File: config.mk
export PLATFORM = sky130hd
export DESIGN_NAME = raster_sched
export DESIGN_NICKNAME = d
export VERILOG_FILES = /design/src/rtl/raster_sched_pkg.sv /design/src/rtl/raster_sched_tri_regs.sv /design/src/rtl/raster_sched.sv
export SDC_FILE = /design/constraint.sdc
export NUM_CORES = 1
export LEC_CHECK = 0
export ABC_AREA = 1
export BUFFER_PORTS_ARGS = -buffer_cell sky130_fd_sc_hd__clkbuf_2
export CAP_MARGIN = 40
export CORE_ASPECT_RATIO = 0.7
export CORE_MARGIN = 2
export CORE_UTILIZATION = 50
export DETAILED_ROUTE_END_ITERATION = 8
export GPL_TIMING_DRIVEN = 1
export MAX_ROUTING_LAYER = met4
export PLACE_DENSITY_LB_ADDON = 0.25
export SLEW_MARGIN = 20
export SYNTH_ARGS = -nofsm -noshare
export SYNTH_HDL_FRONTEND = slang
export SYNTH_SLANG_ARGS = --single-unit
File: constraint.sdc
create_clock -name clk -period 2.6 [get_ports clk]
set_clock_uncertainty 0.15 [all_clocks]
set_input_delay 0.39 -clock clk [delete_from_list [all_inputs] [get_ports clk]]
set_output_delay 0.39 -clock clk [all_outputs]
set_load 0.05 [all_outputs]
File: src/rtl/raster_sched_pkg.sv
// Shared definitions for the triangle raster scheduler: field widths,
// packet length, FSM state encoding and the triangle record layout.
package raster_sched_pkg;

    localparam int X_W       = 7;
    localparam int Y_W       = 6;
    localparam int COL_W     = 6;
    localparam int TRI_BYTES = 7;
    localparam int CNT_W     = 3;
    localparam int BYTE_W    = 8;

    // Byte positions inside a triangle packet
    localparam logic [CNT_W-1:0] IDX_V0_X = 3'd0;
    localparam logic [CNT_W-1:0] IDX_V0_Y = 3'd1;
    localparam logic [CNT_W-1:0] IDX_V1_X = 3'd2;
    localparam logic [CNT_W-1:0] IDX_V1_Y = 3'd3;
    localparam logic [CNT_W-1:0] IDX_V2_X = 3'd4;
    localparam logic [CNT_W-1:0] IDX_V2_Y = 3'd5;
    localparam logic [CNT_W-1:0] IDX_COL  = 3'd6;

    typedef enum logic {
        ST_LOAD = 1'b0,
        ST_FULL = 1'b1
    } state_t;

    typedef struct packed {
        logic [X_W-1:0]   v0_x;
        logic [Y_W-1:0]   v0_y;
        logic [X_W-1:0]   v1_x;
        logic [Y_W-1:0]   v1_y;
        logic [X_W-1:0]   v2_x;
        logic [Y_W-1:0]   v2_y;
        logic [COL_W-1:0] colour;
    } tri_t;

    // True for the byte positions that carry an X coordinate
    function automatic logic is_x_byte(input logic [CNT_W-1:0] idx);
        return (idx == IDX_V0_X) || (idx == IDX_V1_X) || (idx == IDX_V2_X);
    endfunction

endpackage

File: src/rtl/raster_sched_tri_regs.sv
// Shadow/active triangle register pair. Bytes land in the shadow set one
// field at a time; a swap copies the whole shadow set to the active set,
// which is what the raster core sees.
module tri_regs
    import raster_sched_pkg::*;
(
    input  logic              clk,
    input  logic              rst,
    input  logic              wr_en,
    input  logic [CNT_W-1:0]  wr_idx,
    input  logic [BYTE_W-1:0] wr_data,
    input  logic              swap,
    output logic [X_W-1:0]    v0_x,
    output logic [X_W-1:0]    v1_x,
    output logic [X_W-1:0]    v2_x,
    output logic [Y_W-1:0]    v0_y,
    output logic [Y_W-1:0]    v1_y,
    output logic [Y_W-1:0]    v2_y,
    output logic [COL_W-1:0]  colour
);

    tri_t shadow;
    tri_t active;

    // X fields take the low 7 bits, Y and colour the low 6; the rest is dropped
    logic [X_W-1:0] x_field;
    logic [Y_W-1:0] y_field;
    logic           unused_top_bit;

    assign x_field        = wr_data[X_W-1:0];
    assign y_field        = wr_data[Y_W-1:0];
    assign unused_top_bit = wr_data[BYTE_W-1];

    // Steer an accepted byte into its shadow field
    always_ff @(posedge clk) begin
        if (rst) begin
            shadow <= '0;
        end else if (wr_en) begin
            case (wr_idx)
                IDX_V0_X: shadow.v0_x   <= x_field;
                IDX_V0_Y: shadow.v0_y   <= y_field;
                IDX_V1_X: shadow.v1_x   <= x_field;
                IDX_V1_Y: shadow.v1_y   <= y_field;
                IDX_V2_X: shadow.v2_x   <= x_field;
                IDX_V2_Y: shadow.v2_y   <= y_field;
                IDX_COL:  shadow.colour <= y_field;
                default:  ;
            endcase
        end
    end

    // Publish the complete shadow triangle to the raster core on swap
    always_ff @(posedge clk) begin
        if (rst) begin
            active <= '0;
        end else if (swap) begin
            active <= shadow;
        end
    end

    assign v0_x   = active.v0_x;
    assign v0_y   = active.v0_y;
    assign v1_x   = active.v1_x;
    assign v1_y   = active.v1_y;
    assign v2_x   = active.v2_x;
    assign v2_y   = active.v2_y;
    assign colour = active.colour;

endmodule

File: src/rtl/raster_sched.sv
// Triangle raster scheduler. Collects 7-byte triangle packets into a shadow
// register while the current triangle is displayed, then swaps the new one
// in at the start of vertical blanking so the raster core never sees a
// half-updated triangle.
module raster_sched
    import raster_sched_pkg::*;
(
    input  logic             clk,
    input  logic             rst,
    input  logic             in_valid,
    input  logic [7:0]       in_data,
    output logic             in_ready,
    input  logic             frame_start,
    input  logic             clear,
    input  logic             rasterize,
    output logic [X_W-1:0]   v0_x,
    output logic [X_W-1:0]   v1_x,
    output logic [X_W-1:0]   v2_x,
    output logic [Y_W-1:0]   v0_y,
    output logic [Y_W-1:0]   v1_y,
    output logic [Y_W-1:0]   v2_y,
    output logic [COL_W-1:0] colour,
    output logic             pixel_on,
    output logic             pending
);

    localparam logic [CNT_W-1:0] LAST_IDX = CNT_W'(TRI_BYTES - 1);

    state_t           state;
    logic [CNT_W-1:0] byte_cnt;
    logic             active_valid;

    // A byte offered alongside clear is dropped; clear also blocks the swap.
    // in_ready is a register, so neither term depends combinationally on in_valid
    // reaching in_ready.
    logic xfer;
    logic swap;

    assign xfer = in_valid && in_ready && !clear;
    assign swap = frame_start && (state == ST_FULL) && !clear;

    // Packet FSM: count bytes in LOAD, wait for frame_start in FULL
    always_ff @(posedge clk) begin
        if (rst) begin
            state        <= ST_LOAD;
            byte_cnt     <= '0;
            active_valid <= 1'b0;
            in_ready     <= 1'b1;
            pending      <= 1'b0;
        end else if (clear) begin
            state        <= ST_LOAD;
            byte_cnt     <= '0;
            active_valid <= 1'b0;
            in_ready     <= 1'b1;
            pending      <= 1'b0;
        end else begin
            case (state)
                ST_LOAD: begin
                    // frame_start is ignored here, even on the final byte
                    if (xfer) begin
                        if (byte_cnt == LAST_IDX) begin
                            byte_cnt <= '0;
                            state    <= ST_FULL;
                            in_ready <= 1'b0;
                            pending  <= 1'b1;
                        end else begin
                            byte_cnt <= byte_cnt + 1'b1;
                        end
                    end
                end
                ST_FULL: begin
                    if (swap) begin
                        state        <= ST_LOAD;
                        active_valid <= 1'b1;
                        in_ready     <= 1'b1;
                        pending      <= 1'b0;
                    end
                end
                default: begin
                    state    <= ST_LOAD;
                    byte_cnt <= '0;
                    in_ready <= 1'b1;
                    pending  <= 1'b0;
                end
            endcase
        end
    end

    tri_regs u_tri_regs (
        .clk     (clk),
        .rst     (rst),
        .wr_en   (xfer),
        .wr_idx  (byte_cnt),
        .wr_data (in_data),
        .swap    (swap),
        .v0_x    (v0_x),
        .v1_x    (v1_x),
        .v2_x    (v2_x),
        .v0_y    (v0_y),
        .v1_y    (v1_y),
        .v2_y    (v2_y),
        .colour  (colour)
    );

    assign pixel_on = rasterize && active_valid;

endmodule

==> results_dict.tcl, run 1 <==
set metrics [dict create \
    num_vias 3204 \
    hold_violations 0 \
    fp.dieH_um 75.9 \
    synthAdderAreaFrac 0.00339 \
    cts.sinks 97 \
    cp_num_buf_inv 1 \
    std_cell_rows 26 \
    antenna_cells 0 \
    slew_viol_final 0 \
    synth_area_leaders "dfxtp_1 53%, nor2_1 18%, nand3_1 6.9%" \
    synth.most_common_cell "nor2_1" \
    dr.pass1.iters 4 \
    setup.worst_path.start_class "register" \
    synth-compound-area-share 0.0800 \
    synth-edff-count 0 \
    arrival_ps 1770 \
    dieArea_um2 8100 \
    cp-end-kind "register" \
    synth_top_area_frac 0.526 \
    hpwlAfterDp_mm 5.43 \
    cts_tree "done" \
    async_flop_share 0 \
    power.density_nw_per_um2 615 \
    area_delta_synth_final_pct 14.0 \
    numCtsBuffers 9 \
    holdBufCountCts 0 \
    cp_slowest_cell "dfxtp_1" \
    clock.fmax_mhz 602 \
    htreeDepth 3 \
    vias_per_cell 4.85 \
    path_depth 6 \
    cts_setup_buffers 0 \
    ant_nets 0 \
    cpLargestDelayFamily "simple AND/OR/NAND/NOR gates" \
    ios 62 \
    min_path_cells 3 \
    slew_headroom 0.664 \
    first_global_vias 2879 \
    drc 0 \
    required_ps 2710 \
    gr-usage-met3 0.0616 \
    routed_wl_mm 8.03 \
    yosysUniqueCellTypes 16 \
    synthTopCellsByCount "175 x nor2_1, 97 x dfxtp_1, 67 x nand2_1, 51 x nand3_1, 46 x o21ai_0" \
    hp-class "input pin to register" \
    die_x_um 107 \
    synthCells 507 \
    yosysWarnings 0 \
    drt_first_iter_violations 211 \
    rsz0062_at_grt "false" \
    final.setup.tns_ps 0 \
    synth_fp_nets 522 \
    crit_type "register to register" \
    synth_area_leader_cell "dfxtp_1" \
    min_period_ps 1660 \
    grt_util_met2 0.328 \
    tightest_slew_ps 502 \
    synth_ff_type "dfxtp_1" \
    place_area_um2 4020 \
    globalplace.congestion 0.876 \
    stdcell_area_um2 4210 \
    ir_worst_vdd_mv 0.292 \
    cts_root_buf "clkbuf_8" \
    power_leakage_nw 2.04 \
    track_usage 0.221 \
    cp_max_fo 47 \
    drv_cap 0 \
    critical_path.cell_chain "nand2_1, nor2_2, buf_4, nand2_1, nand2_1, a21oi_1" \
    finalSetupViolCount 0 \
    ctsResizeCount 0 \
    grt.busiest_layer "met2" \
    grt_max_degree 52 \
    drive_gt1_frac 0.153 \
    post-route-period-util 0.639 \
    synth_top_family_by_area "simple AND/OR/NAND/NOR gates" \
    routedWlPerCell_um 12.2 \
    status "completed" \
    r2r_cells 6 \
    path_clk_slew_ps 90 \
    crit_path_frequent_cell "nand2_1" \
    clock_latency_ps 360 \
    synthMuxAreaShare 0 \
    ys_ff_latch 97 \
    synth-simple-area-share 0.326 \
    overflow 0 \
    grt_pass1_wl_mm 13.5 \
    yosysSeqAreaShare 0.526 \
    cpPeakStageDelay_ps 400 \
    fin_nets 573 \
    core_um2 7220 \
    synthXorXnorAreaFrac 0 \
    syn_area_um2 3690 \
    grt_use_met1 0.294 \
    start_util 0.511 \
    antenna_found_initial 0 \
    cts_buffer_depth 2 \
    port_buffers 60 \
    syn_avg_cell_area_um2 7.28 \
]
==> routing by layer <==
metal  vias up  part of all wire
met5         -                 0
li1       1695                 -
met3        11             0.059
met2        73              0.42
met4         0             0.013
met1      1425              0.51
==> power breakdown <==
part	leakage, nW	total (mW)	internal (mW)	switching, mW
logic	1.16	0.125	0.0361	0.0890
registers	0.783	1.51	1.50	0.00870
clock network	0.0921	0.954	0.444	0.510
total	2.04	2.59	1.98	0.608
==> state kept, by name, indices dropped and copies added (netlist names) <==
register	count
u_tri_regs.v2_x	7
u_tri_regs.shadow	45
u_tri_regs.v2_y	6
u_tri_regs.v1_x	7
u_tri_regs.colour	6
state	1
active_valid	1
u_tri_regs.v1_y	6
u_tri_regs.v0_y	6
in_ready	1
pending	1
byte_cnt	3
u_tri_regs.v0_x	7
==> logic make-up after synthesis <==
logic type,count (synthesis)
buffers and inverters,52
flip-flops,97
AND/OR/NAND/NOR,298
adder cells (fa/ha/maj),1
AO/OA/AOI/OAI,59
==> layout make-up <==
| type | count | area (µm²) |
|---|---|---|
| fill | 701 | 3010 |
| inverter | 27 | 101 |
| clock inverter | 6 | 67.6 |
| timing repair buffer | 65 | 338 |
| sequential | 97 | 1940 |
| multi-input combinational | 358 | 1510 |
| clock buffer | 9 | 124 |
| tap | 98 | 123 |
==> placed cells by master, fill, tap and decap left out <==
cell type,instances
nand3_2,1
inv_2,1
nor2_2,3
ha_1,1
inv_6,2
bufinv_16,1
nand3_1,51
nor3_1,1
clkbuf_8,9
inv_1,26
nor2_1,174
dfxtp_1,97
nand2_1,67
clkbuf_2,60
a21oi_1,13
nor2_4,1
o21ai_0,46
clkinv_2,1
clkinvlp_4,2
buf_4,5
==> through the flow <==
| stage | std cells | setup slack (ps) | total power, mW | utilization | hold WS (ps) |
|---|---|---|---|---|---|
| after floorplan | 507 | 942 | 1.63 | - | 273 |
| after global placement | 645 | 903 | 1.66 | 0.556 | 295 |
| after detailed placement | 645 | 857 | 1.67 | 0.556 | 298 |
| after CTS | 660 | 954 | 2.61 | 0.583 | 143 |
| after global routing | 660 | 754 | 2.70 | 0.583 | 142 |
| final | 660 | 938 | 2.59 | 0.583 | 155 |
==> worst paths after layout <==
path | endpoint | start | slack (ps)
worst min register to register | u_tri_regs.v1_y[3]$_SDFFE_PP0P_ | u_tri_regs.shadow[22]$_SDFFE_PP0P_ | 310
worst max register to register | u_tri_regs.shadow[23]$_SDFFE_PP0P_ | in_ready$_SDFFE_PP1P_ | 940
worst max-delay path | u_tri_regs.shadow[23]$_SDFFE_PP0P_ | in_ready$_SDFFE_PP1P_ | 940
worst min-delay path | u_tri_regs.shadow[20]$_SDFFE_PP0P_ | in_data[1] | 160
==> worst min-delay path: stages <==
cell and delay [ps]:
clkbuf_2 90, nand3_1 80, a21oi_1 60
(Power assumes the default switching activity.)
==> inputs of run 2 (changes only) <==
--- a/config.mk
+++ b/config.mk
@@ -5,7 +5,7 @@
 export SDC_FILE = /design/constraint.sdc
 export NUM_CORES = 1
 export LEC_CHECK = 0
-export ABC_AREA = 1
+export ABC_AREA = 0
 export BUFFER_PORTS_ARGS = -buffer_cell sky130_fd_sc_hd__clkbuf_2
 export CAP_MARGIN = 40
 export CORE_ASPECT_RATIO = 0.7
==> constraint.sdc (replaced) <==
create_clock -name clk -period 1.3 [get_ports clk]
set_clock_uncertainty 0.15 [all_clocks]
set_input_delay 0.195 -clock clk [delete_from_list [all_inputs] [get_ports clk]]
set_output_delay 0.195 -clock clk [all_outputs]
set_load 0.05 [all_outputs]
==> run 2 against run 1 <==
  * The run now ends with setup timing left
  * Combinational power rose to 2.6 times the previous value
  * Hold slack worse by 120 ps
  * First-iteration DRC count is 25% lower
  * Register-to-register slack worse by 1100 ps
  * Clock-buffer cell count stayed put
  * Die area down 0.58%
  * Clock power rose to 2.5 times the previous value
  * Sequential power increased by 98%
  * Highest routed layer unchanged
==> results_dict.tcl, run 2 <==
set metrics [dict create \
    synthXorXnorAreaFrac 0 \
    setup.worst_path.start_class "register" \
    drv_cap 0 \
    critical_path.cell_chain "inv_1, ha_4, nand4b_1, buf_12, mux2i_1, nor2_1" \
    synth_ff_type "dfxtp_1" \
    drive_gt1_frac 0.499 \
    synth-edff-count 0 \
    required_ps 1410 \
    drt_first_iter_violations 159 \
    ant_nets 0 \
    drc 0 \
    post-route-period-util 1.13 \
    track_usage 0.228 \
    core_um2 7190 \
    synthAdderAreaFrac 0.00341 \
    routedWlPerCell_um 18.9 \
    async_flop_share 0 \
    synthTopCellsByCount "97 x dfxtp_1, 93 x nand2_1, 60 x a21oi_1, 36 x nand2b_1, 33 x mux2i_1" \
    slew_viol_final 0 \
    place_area_um2 4220 \
    ios 62 \
    htreeDepth 3 \
    antenna_found_initial 0 \
    ys_ff_latch 97 \
    power_leakage_nw 2.67 \
    stdcell_area_um2 5710 \
    routed_wl_mm 11.4 \
    area_delta_synth_final_pct 55.6 \
    synth.most_common_cell "dfxtp_1" \
    fin_nets 515 \
    cp_slowest_cell "dfxtp_4" \
    synth-compound-area-share 0.114 \
    synth_fp_nets 424 \
    ir_worst_vdd_mv 0.809 \
    synthMuxAreaShare 0.0900 \
    hold_violations 0 \
    synth-simple-area-share 0.224 \
    status "finished, violations left" \
    finalSetupViolCount 98 \
    cts.sinks 97 \
    numCtsBuffers 9 \
    cpPeakStageDelay_ps 380 \
    cp_max_fo 6 \
    first_global_vias 2782 \
    cp-end-kind "register" \
    violations "setup timing" \
    port_buffers 60 \
    hpwlAfterDp_mm 5.66 \
    overflow 0 \
    synth_area_leaders "dfxtp_1 53%, nand2_1 9.5%, mux2i_1 9.0%" \
    clock.fmax_mhz 680 \
    top_register "u_tri_regs.shadow" \
    hold_ws_ps 37.0 \
    clock_latency_ps 370 \
    cts_buffer_depth 2 \
    antenna_cells 0 \
    synth_area_leader_cell "dfxtp_1" \
    dieArea_um2 8050 \
    power.density_nw_per_um2 1000 \
    hp-class "input pin to register" \
    synthCells 409 \
    min_period_ps 1470 \
    yosysUniqueCellTypes 32 \
    dr.pass1.iters 5 \
    setup_slack_ps -171 \
    synth_top_family_by_area "simple AND/OR/NAND/NOR gates" \
    path_clk_slew_ps 90 \
    crit_type "register to register" \
    final_cell_mix "88 x dfxtp_1, 52 x nand2_1, 47 x a21oi_2, 46 x buf_4" \
    slew_headroom 0.686 \
    grt_max_degree 39 \
    grt_pass1_wl_mm 13.6 \
    largest_reg_flops 45 \
    vias_per_cell 5.54 \
    globalplace.congestion 0.867 \
    final_common_cell "dfxtp_1" \
    tightest_slew_ps 472 \
    syn_area_um2 3670 \
    fp.dieH_um 75.7 \
    cpLargestDelayFamily "flip-flops" \
    fillers 431 \
    cp_num_buf_inv 2 \
    syn_avg_cell_area_um2 8.97 \
    yosysWarnings 0 \
    std_cell_rows 26 \
    cts_root_buf "clkbuf_8" \
    cts_tree "done" \
    yosysSeqAreaShare 0.529 \
    rsz0062_at_grt "true" \
    num_vias 3343 \
    arrival_ps 1580 \
    start_util 0.510 \
    synth_top_area_frac 0.529 \
    die_x_um 106 \
]
-- run 2: changes by cell type in the layout (fill, tap and decap cells not counted), sizes merged, moves of 7 or more --
cell,delta
inv,-25
nand3,-39
nand2b,+36
a21oi,+47
buf,+64
mux2i,+33
nand2,+29
clkbuf,-28
dlygate4sd3,+7
o21ai,-33
nor2,-168
-- run 2: through the flow --
step	setup WS (ps)	setup TNS (ps)	power [mW]	util	cells
2_1_floorplan	-150	-1870	3.18	-	409
3_3_place_gp	-140	-2270	3.28	0.587	564
3_5_place_dp	-184	-4050	3.28	0.587	564
4_1_cts	-89.6	-891	5.65	0.674	590
5_1_grt	-220	-11190	5.88	0.794	603
6_report	-171	-7400	5.73	0.794	603
-- run 2: kinds of logic after synthesis --
logic type	Yosys count
simple gates	170
fa+ha+maj	1
compound gates	79
mux	33
buf+inv	29
flops	97
-- run 2: final cells by class --
type,count,area [µm²],share of cell area
clock buffers,9,124,0.0217
well taps,98,123,0.0215
multi-input cells,283,2280,0.399
inverters,1,3.75,0.000658
flip-flops and latches,97,1960,0.344
clock inverters,7,124,0.0217
repair buffers,108,1090,0.191
-- run 2: worst paths after layout --
check | from | to | slack, ps | cells after the start
setup / recovery | byte_cnt[2]$_SDFFE_PP0P_ | u_tri_regs.shadow[24]$_SDFFE_PP0P_ | -170 | 6
hold / removal | frame_start | in_ready$_SDFFE_PP1P_ | 40 | 3
setup reg to reg | byte_cnt[2]$_SDFFE_PP0P_ | u_tri_regs.shadow[24]$_SDFFE_PP0P_ | -170 | 6
hold reg to reg | u_tri_regs.v1_y[0]$_SDFFE_PP0P_ | u_tri_regs.v1_y[0]$_SDFFE_PP0P_ | 310 | 2
-- run 2: routing by layer --
metal | share of wire | up-vias | wire, µm | track usage
met3 | 0.061 | 35 | 698 | 0.0436
met5 | 0 | - | 0 | -
li1 | - | 1559 | - | -
met4 | 0.027 | 0 | 303 | 0.0673
met1 | 0.42 | 1614 | 4790 | 0.292
met2 | 0.49 | 135 | 5610 | 0.373
-- run 2: report_power, final --
group / internal, mW / leakage, nW / total, mW / switching, mW
logic: 0.127 / 1.76 / 0.319 / 0.192
clock network: 1.30 / 0.126 / 2.42 / 1.11
registers: 2.98 / 0.786 / 2.99 / 0.0154
-- run 2: timing repair --
action	4_1_cts	5_1_grt
setup buffers	2	6
pin swaps	4	89
resized for setup	81	219
endpoints found under the hold margin	16	0
hold buffers	7	0
gates cloned	1	7
setup endpoints to repair	110	129
-- run 2: worst min-delay path, stage by stage --
cell and delay (ps):
clkbuf_2 120, a21o_1 110, a21o_1 100
==> inputs of run 3 (changes only) <==
--- a/config.mk
+++ b/config.mk
@@ -15,6 +15,7 @@
 export GPL_TIMING_DRIVEN = 1
 export MAX_ROUTING_LAYER = met4
 export PLACE_DENSITY_LB_ADDON = 0.25
+export SKIP_CTS_REPAIR_TIMING = 1
 export SLEW_MARGIN = 20
 export SYNTH_ARGS = -nofsm -noshare
 export SYNTH_HDL_FRONTEND = slang
==> run 3 against run 2 <==
  * Final cell count fell by 1.3%
  * Cell area fell by 6.0%
  * Largest power group unchanged
  * The run ends with hold timing, setup timing left
  * Die area did not move
  * Flip-flop and latch count did not move
  * Sequential power barely moved
  * Maximum frequency rose by 1.9%
==> results_dict.tcl, run 3 (synthesis gave the netlist of run 2 again) <==
set metrics [dict create \
    seqCellArea_um2 1960 \
    hp-class "input pin to register" \
    globalplace.congestion 0.867 \
    violations "hold timing, setup timing" \
    num_vias 3257 \
    fillers 502 \
    vias_per_cell 5.47 \
    cts_root_buf "clkbuf_8" \
    final_common_cell "dfxtp_1" \
    ir_worst_vdd_mv 0.814 \
    min_from "frame_start" \
    preCtsSetupSlack_ps -184 \
    rsz0062_at_grt "true" \
    status "finished, violations left" \
    path_clk_slew_ps 100 \
    antenna_cells 0 \
    crit_type "register to register" \
    grt_use_met1 0.271 \
    antenna_found_initial 0 \
    post-route-period-util 1.11 \
    min_period_ps 1440 \
    slew_headroom 0.692 \
    cp-end-kind "register" \
    min_path_cells 3 \
    dieArea_um2 8050 \
    hpwlAfterDp_mm 5.66 \
    hold_ws_ps -25.2 \
    dpl.cell_count 564 \
    setup_slack_ps -144 \
    final_util 0.746 \
    core_um2 7190 \
    grt_pass1_wl_mm 12.6 \
    clock.fmax_mhz 693 \
    r2r_cells 6 \
    routedWlPerCell_um 17.1 \
    place_area_um2 4220 \
    power.density_nw_per_um2 1060 \
    drt_first_iter_violations 259 \
    top_register "u_tri_regs.shadow" \
    required_ps 1420 \
    overflow 0 \
    arrival_ps 1560 \
    port_buffers 60 \
    r2r_end "u_tri_regs.shadow[23]$_SDFFE_PP0P_" \
    routed_wl_mm 10.2 \
    ant_nets 0 \
    area_delta_synth_final_pct 46.2 \
    holdPathEnd "active_valid$_SDFFE_PP0P_" \
    cts_tree "done" \
    largest_reg_flops 45 \
    p_total_mw 5.67 \
    htreeDepth 3 \
    stdcell_area_um2 5370 \
    numCtsBuffers 9 \
    start_util 0.510 \
    first_global_vias 2596 \
    setup.worst_path.start_class "register" \
    track_usage 0.210 \
    drv_cap 0 \
    std_cell_rows 26 \
    startpoint "byte_cnt[2]$_SDFFE_PP0P_" \
    gr-usage-met3 0.0436 \
    reg2reg_slack_ps -140 \
    multi_input_area_um2 2090 \
    cts.sinks 97 \
    cts_buffer_depth 2 \
    final.setup.tns_ps -4090 \
    dr.pass1.iters 4 \
    clock_latency_ps 360 \
    die_x_um 106 \
    final_cell_count_no_fill 595 \
    fin_nets 507 \
    final_cell_mix "91 x dfxtp_1, 58 x nand2_1, 51 x buf_4, 41 x a21oi_2, 36 x nand2b_1" \
    grt_max_degree 46 \
    power_leakage_nw 2.42 \
    slew_viol_final 0 \
    cp_max_fo 8 \
    ios 62 \
    finalSetupViolCount 90 \
    rr_startpoint "byte_cnt[2]$_SDFFE_PP0P_" \
    drive_gt1_frac 0.443 \
    hold_violations 2 \
    grt_util_met2 0.338 \
    fp.dieH_um 75.7 \
    drc 0 \
    tightest_slew_ps 463 \
    grt.busiest_layer "met2" \
]
[run 3: changes by cell type in the layout (fill, tap and decap cells not counted), sizes merged]
cell	delta
clkbuf	-9
dlygate4sd3	-4
buf	+5
[run 3: cell type report]
cell class / count / share of cell area
Timing Repair Buffer: 100 / 0.176
Tap cell: 98 / 0.0229
Clock buffer: 9 / 0.0231
Sequential cell: 97 / 0.365
Multi-Input combinational cell: 283 / 0.389
Clock inverter: 7 / 0.0231
Inverter: 1 / 0.000700
[run 3: how the worst max path moves through the flow]
stage | end | slack (ps) | cells after the start
after detailed placement | u_tri_regs.shadow[21]$_SDFFE_PP0P_ | -180 | 6
after global routing | u_tri_regs.shadow[24]$_SDFFE_PP0P_ | -190 | 6
final | u_tri_regs.shadow[23]$_SDFFE_PP0P_ | -140 | 6
after floorplan | u_tri_regs.shadow[19]$_SDFFE_PP0P_ | -150 | 6
after global placement | u_tri_regs.shadow[21]$_SDFFE_PP0P_ | -140 | 6
after CTS | u_tri_regs.shadow[21]$_SDFFE_PP0P_ | -200 | 6
[run 3: where the power goes]
part	internal (mW)	total [mW]	switching [mW]
combinational	0.112	0.280	0.167
sequential	2.98	2.99	0.00999
clock	1.30	2.40	1.10
total	4.39	5.67	1.28
[run 3: metal layers]
metal	vias to the layer above	wire [µm]
met5	-	0
met4	0	160
li1	1532	-
met3	15	587
met2	124	4910
met1	1586	4520
[run 3: critical path, cell delays in order, from the launching register on]
cell and delay, ps:
dfxtp_4 390, inv_1 90, ha_4 160, nand4b_1 140, buf_12 150, mux2i_1 220, nor2_1 60
